[src/rtl/id_ex_reg.sv]
// ID->EX pipeline register for the five-stage RISC-V core.
// Captures the decoded instruction from Decode and presents it to Execute.
// Holds on StallE, loads a bubble on PipelineFlush or when ValidD is low.
// Optional saturating stall/flush event counters are built when the macro
// ID_EX_PERF_CNT_EN is defined; otherwise the counter ports read constant 0.
module id_ex_reg #(
  parameter int unsigned XLEN = 32
) (
  input  logic            clk,
  input  logic            rst,
  input  logic            StallE,
  input  logic            PipelineFlush,
  input  logic            ValidD,
  input  logic [XLEN-1:0] PC_D,
  input  logic [XLEN-1:0] RD1_D,
  input  logic [XLEN-1:0] RD2_D,
  input  logic [XLEN-1:0] ImmExt_D,
  input  logic [4:0]      Rs1_D,
  input  logic [4:0]      Rs2_D,
  input  logic [4:0]      Rd_D,
  input  logic            RegWriteD,
  input  logic            MemReadD,
  input  logic            MemWriteD,
  input  logic            ALUSrcD,
  input  logic            BranchD,
  input  logic            JumpD,
  input  logic [3:0]      ALUControlD,
  input  logic [1:0]      ResultSrcD,
  output logic            ValidE,
  output logic [XLEN-1:0] PC_E,
  output logic [XLEN-1:0] RD1_E,
  output logic [XLEN-1:0] RD2_E,
  output logic [XLEN-1:0] ImmExt_E,
  output logic [4:0]      Rs1_E,
  output logic [4:0]      Rs2_E,
  output logic [4:0]      Rd_E,
  output logic            RegWriteE,
  output logic            MemReadE,
  output logic            MemWriteE,
  output logic            ALUSrcE,
  output logic            BranchE,
  output logic            JumpE,
  output logic [3:0]      ALUControlE,
  output logic [1:0]      ResultSrcE,
  input  logic            CntClr,
  output logic [15:0]     StallCnt,
  output logic [15:0]     FlushCnt
);

  // Whole E-stage payload kept as one packed word so a bubble is simply '0.
  typedef struct packed {
    logic            valid;
    logic [XLEN-1:0] pc;
    logic [XLEN-1:0] rd1;
    logic [XLEN-1:0] rd2;
    logic [XLEN-1:0] imm;
    logic [4:0]      rs1;
    logic [4:0]      rs2;
    logic [4:0]      rd;
    logic            reg_write;
    logic            mem_read;
    logic            mem_write;
    logic            alu_src;
    logic            branch;
    logic            jump;
    logic [3:0]      alu_ctrl;
    logic [1:0]      result_src;
  } stage_t;

  stage_t stage_d, stage_q;
  stage_t stage_in;

  // Gather the Decode-side fields into one payload word.
  always_comb begin
    stage_in            = '0;
    stage_in.valid      = 1'b1;
    stage_in.pc         = PC_D;
    stage_in.rd1        = RD1_D;
    stage_in.rd2        = RD2_D;
    stage_in.imm        = ImmExt_D;
    stage_in.rs1        = Rs1_D;
    stage_in.rs2        = Rs2_D;
    stage_in.rd         = Rd_D;
    stage_in.reg_write  = RegWriteD;
    stage_in.mem_read   = MemReadD;
    stage_in.mem_write  = MemWriteD;
    stage_in.alu_src    = ALUSrcD;
    stage_in.branch     = BranchD;
    stage_in.jump       = JumpD;
    stage_in.alu_ctrl   = ALUControlD;
    stage_in.result_src = ResultSrcD;
  end

  // Next-state select: flush > stall > load; an invalid decode loads a bubble
  // with data fields zeroed so it never matches a hazard comparison.
  always_comb begin
    stage_d = stage_q;
    if (PipelineFlush) begin
      stage_d = '0;
    end else if (!StallE) begin
      stage_d = ValidD ? stage_in : '0;
    end
  end

  // Pipeline state, cleared asynchronously.
  always_ff @(posedge clk or negedge rst) begin
    if (!rst) begin
      stage_q <= '0;
    end else begin
      stage_q <= stage_d;
    end
  end

  assign ValidE      = stage_q.valid;
  assign PC_E        = stage_q.pc;
  assign RD1_E       = stage_q.rd1;
  assign RD2_E       = stage_q.rd2;
  assign ImmExt_E    = stage_q.imm;
  assign Rs1_E       = stage_q.rs1;
  assign Rs2_E       = stage_q.rs2;
  assign Rd_E        = stage_q.rd;
  assign RegWriteE   = stage_q.reg_write;
  assign MemReadE    = stage_q.mem_read;
  assign MemWriteE   = stage_q.mem_write;
  assign ALUSrcE     = stage_q.alu_src;
  assign BranchE     = stage_q.branch;
  assign JumpE       = stage_q.jump;
  assign ALUControlE = stage_q.alu_ctrl;
  assign ResultSrcE  = stage_q.result_src;

`ifdef ID_EX_PERF_CNT_EN
  logic [15:0] stall_cnt_d, stall_cnt_q;
  logic [15:0] flush_cnt_d, flush_cnt_q;
  logic        stall_evt, flush_evt;

  // A stall only counts when it is not overridden by a flush.
  assign stall_evt = StallE & ~PipelineFlush;
  assign flush_evt = PipelineFlush;

  // Counter next-state: clear beats increment, increments saturate.
  always_comb begin
    stall_cnt_d = stall_cnt_q;
    flush_cnt_d = flush_cnt_q;
    if (CntClr) begin
      stall_cnt_d = '0;
      flush_cnt_d = '0;
    end else begin
      if (stall_evt && (stall_cnt_q != 16'hFFFF)) stall_cnt_d = stall_cnt_q + 16'd1;
      if (flush_evt && (flush_cnt_q != 16'hFFFF)) flush_cnt_d = flush_cnt_q + 16'd1;
    end
  end

  // Counter state, cleared asynchronously with the pipeline.
  always_ff @(posedge clk or negedge rst) begin
    if (!rst) begin
      stall_cnt_q <= '0;
      flush_cnt_q <= '0;
    end else begin
      stall_cnt_q <= stall_cnt_d;
      flush_cnt_q <= flush_cnt_d;
    end
  end

  assign StallCnt = stall_cnt_q;
  assign FlushCnt = flush_cnt_q;
`else
  // Counters not built: ports tied off, clear input intentionally ignored.
  logic unused_cnt_clr;
  assign unused_cnt_clr = CntClr;
  assign StallCnt       = '0;
  assign FlushCnt       = '0;
`endif

endmodule

[config.mk]
export PLATFORM = sky130hd
export DESIGN_NAME = id_ex_reg
export DESIGN_NICKNAME = d
export VERILOG_FILES = /design/src/rtl/id_ex_reg.sv
export SDC_FILE = /design/constraint.sdc
export NUM_CORES = 1
export LEC_CHECK = 0
export BUFFER_PORTS_ARGS = -buffer_cell sky130_fd_sc_hd__buf_2
export CAP_MARGIN = 20
export CORE_AREA = 2 2 135 137
export CTS_BUF_LIST = sky130_fd_sc_hd__clkbuf_8 sky130_fd_sc_hd__clkbuf_16
export DETAILED_ROUTE_END_ITERATION = 8
export DIE_AREA = 0 0 137 139
export PLACE_DENSITY = 0.68
export REMOVE_ABC_BUFFERS = 1
export SLEW_MARGIN = 25
export SYNTH_ARGS = -nofsm -noshare
export SYNTH_HDL_FRONTEND = slang
export SYNTH_SLANG_ARGS = --single-unit
[constraint.sdc]
create_clock -name clk -period 0.8 [get_ports clk]
set_input_delay 0.04 -clock clk [delete_from_list [all_inputs] [get_ports clk]]
set_output_delay 0.04 -clock clk [all_outputs]
set_load 0.1 [all_outputs]
Yosys cells after proc, flatten, opt, wreduce, memory -nomap -nowiden:

Cells that the tools add are included.

* output and inout bits: 188
* flip-flop bits (word level): 156
* input port bits: 161
* logic and storage cells: 20

* equal/unequal tests: 1
* muxes and demuxes: 3

Operator list (count)
* 2-to-1 mux 156 bit: 3
* inequality test 2 x 1 -> 1 bit, second input constant: 1

Longest topological paths before layout:

* word-level depth: 3
* depth in mapped cells: 5
* gate-level depth less buffers: 2

Worst setup path after synthesis:

Ideal clock, no wire load.

* path kind: reg-to-reg
* start: register ValidE (netlist name)
* end: register stage_q, in the netlist ValidE
* clock period less this slack: 1234 ps
* data arrival time: 1160 ps
* path slack: -434 ps
* library setup time: 74 ps
* required time: 726 ps
* path buffers: 0
* cell stages (with the launch flop): 3
* path through: dfrtp_1 > mux2i_1 > nor2_1

RTL lines
* end signal, assigned: RTL line 110 `stage_q <= stage_d;`
* end, declared: RTL line 70 `stage_t stage_d, stage_q;`

Final worst setup path:

* start: register stage_q, in the netlist ImmExt_E[20]
* end: output ImmExt_E[20]

RTL lines
* end, declared: RTL line 33 `output logic [XLEN-1:0] ImmExt_E,`

No word-level cell between the ends.

==> flow_summary.ini <==
[outcome]
outcome = finished with violations
violations = setup timing

[worst_setup_path]
crit_required_ns = 0.76
max_stage_delay_ns = 0.41
cp-end-kind = output pin
cp_max_fo = 2
worstSetupPathType = reg -> out
slowest_stage = dfrtp_1
setup.worst_path.start_class = register
arrival_ns = 1.12
cp_cell_sequence = buf_12, buf_12
crit_top_cell = buf_12

[die]
core_area_um2 = 17700
fp-row-count = 49
io_pins = 349
die_y_um = 139
die_w_um = 137
dieArea_um2 = 19000
start_util_pct = 33.9

[timing]
slew_viol_final = 0
fin_crit_sh_pct = 145
finalWorstSetupSlack_ns = -0.359
setup_viol = 221
skew_ns = 0
rsz0062_at_grt = yes
tns_ns = -43.70
fmax_ghz = 0.863
fin_crit_ns = 1.16
finalHoldViolCount = 0

[detailed_routing]
via_per_inst = 5.15
route.detailed.wl_per_inst_um = 20.1
drt-initial-drc-count = 265
dr.pass1.iters = 4
drcViolationCount = 0
routed_wl_um = 23800
antenna_left = 0
vias = 6091

[pwr]
p_seq_share_pct = 35.9
powerDensity_nw_per_um2 = 1820
p_clk_share_pct = 36.2
p_leak_uw = 0.00606
power.internal_uw = 15900
pwr-share-comb_pct = 27.9
p_switching_uw = 7830
peakVddDrop_v = 0.00134
switching_share_pct = 33.0
fin_total_pwr_uw = 23700

[global_routing]
grt_overflow = 0
grt_pass1_wl_um = 35300
antenna_found_initial = 1
grt_max_degree = 70
grt_pass1_vias = 6636
grt_use_total_pct = 23.9

[synthesis]
syn_avg_cell_area_um2 = 14.9
netlist_area_um2 = 5990
synthCells = 401
ys_warn_count = 0
ys_seq_elements = 156
ys_types = 13
ys_seq_area_share_pct = 65.1

[clock_network]
clk_path_buf_depth = 2
htreeDepth = 4
path_clk_slew_ns = 0.07
clockRootBuffer = clkbuf_16
clock_latency_ns = 0.41
cts_buffers = 17
cts_tree = done
clock_sinks = 156

[finish]
drive_gt1_share_pct = 47.6
syn2layout_area_growth_pct = 118
nets = 1101
nFillCells = 1012

[placement]
gp_congestion = 0.771
portBuffers = 315
hpwlAfterDp_um = 13900

[min_path]
hold_path_class = in -> async

[run]
maxCapViolations = 0
==> flip-flops by register name, indices dropped and copies added (netlist names) <==
register     cells
Rs2_E            5
ResultSrcE       2
Rs1_E            5
BranchE          1
ValidE           1
ALUSrcE          1
MemWriteE        1
MemReadE         1
RegWriteE        1
Rd_E             5
JumpE            1
RD2_E           32
ALUControlE      4
ImmExt_E        32
RD1_E           32
PC_E            32
==> synthesized netlist by cell type <==
cell type | count | area share, %
dfrtp_1 | 156 | 65
a32o_1 | 154 | 26
buf_4 | 42 | 5.3
buf_2 | 25 | 2.1
clkbuf_1 | 15 | 0.94
nor2b_1 | 2 | 0.21
a21oi_1 | 1 | 0.083
conb_1 | 1 | 0.063
inv_2 | 1 | 0.063
mux2i_1 | 1 | 0.17
nand2_1 | 1 | 0.063
nand3b_1 | 1 | 0.13
nor2_1 | 1 | 0.063
==> power groups by stage <==
stage	clock [µW]	combinational, µW	sequential, µW
finish	8590	6620	8540
CTS	8760	6410	8510
global placement	0	5660	8650
floorplan	0	1210	10700
detailed placement	0	5710	8670
global route	9150	6840	8560
==> timing repair <==
item / CTS / global route
hold buffers: 158 / 0
endpoints found under the hold margin: 312 / 0
buffers inserted: 27 / 45
resized for setup: 0 / 30
setup endpoints to repair: 156 / 186
pin swaps: 24 / 29
==> routing by layer <==
metal	global-route usage, %	up-vias	part of all wire (%)
met1	25.4	3040	35
li1	-	2661	-
met4	11.7	0	3.7
met5	0	-	0
met2	42.9	330	54
met3	6.76	60	7.9
==> critical path, delay by kind of cell (launching register included) <==
family   cells  cell delay, ns
flops        1            0.41
buf+inv      2            0.29
==> per-stage QoR <==
| step | setup WS [ns] | std cells | util (%) | area (µm²) | hold WS, ns |
|---|---|---|---|---|---|
| CTS | -0.386 | 1144 | 71.8 | 12700 | 0.0159 |
| detailed placement | -0.251 | 927 | 58.1 | 10300 | -0.0547 |
| finish | -0.359 | 1183 | 74.0 | 13100 | 0.0728 |
| floorplan | -4.90 | 350 | - | 5610 | -0.256 |
| global route | -0.397 | 1183 | 74.0 | 13100 | 0.0683 |
| global placement | -0.199 | 927 | 58.1 | 10300 | -0.0565 |
==> logic make-up after synthesis <==
family / after synthesis / share of synthesized area, %
flops: 156 / 65.1
compound gates: 155 / 25.8
buf+inv: 83 / 8.35
simple gates: 5 / 0.459
mux: 1 / 0.167
other cells: 1 / 0.0626
==> final cells by class <==
cell class	instances	area, µm²	share of cell area [%]
clock inverters	12	161	1.24
well taps	229	287	2.19
inverters	1	6.26	0.0479
diodes	1	2.50	0.0192
repair buffers	571	6510	49.8
clock buffers	20	467	3.57
multi-input cells	193	1730	13.2
flip-flops and latches	156	3910	29.9
==> cell usage in the layout (no fill, tap or decap), types with 3 or more instances in the layout <==
| master | count |
|---|---|
| clkbuf_8 | 3 |
| bufinv_16 | 3 |
| dfrtp_1 | 155 |
| buf_12 | 170 |
| a32o_2 | 5 |
| a32o_1 | 149 |
| clkbuf_16 | 17 |
| clkinv_4 | 3 |
| conb_1 | 32 |
| buf_6 | 25 |
| dlygate4sd3_1 | 158 |
| buf_4 | 60 |
| buf_2 | 158 |
==> final timing paths <==
kind / start / endpoint / slack, ns / depth (start not counted)
setup / recovery: ImmExt_E[20]$_DFFE_PN0P_ / ImmExt_E[20] / -0.36 / 2
hold / removal: rst / ImmExt_E[13]$_DFFE_PN0P_ / 0.07 / 2
setup reg to reg: PC_E[16]$_DFFE_PN0P_ / PC_E[16]$_DFFE_PN0P_ / -0.10 / 2
hold reg to reg: PC_E[19]$_DFFE_PN0P_ / PC_E[19]$_DFFE_PN0P_ / 0.55 / 1
max in group asynchronous: rst / ALUControlE[1]$_DFFE_PN0P_ / 0.25 / 3
min in group clk: StallE / PC_E[28]$_DFFE_PN0P_ / 0.10 / 4
(Power assumes the default switching activity.)
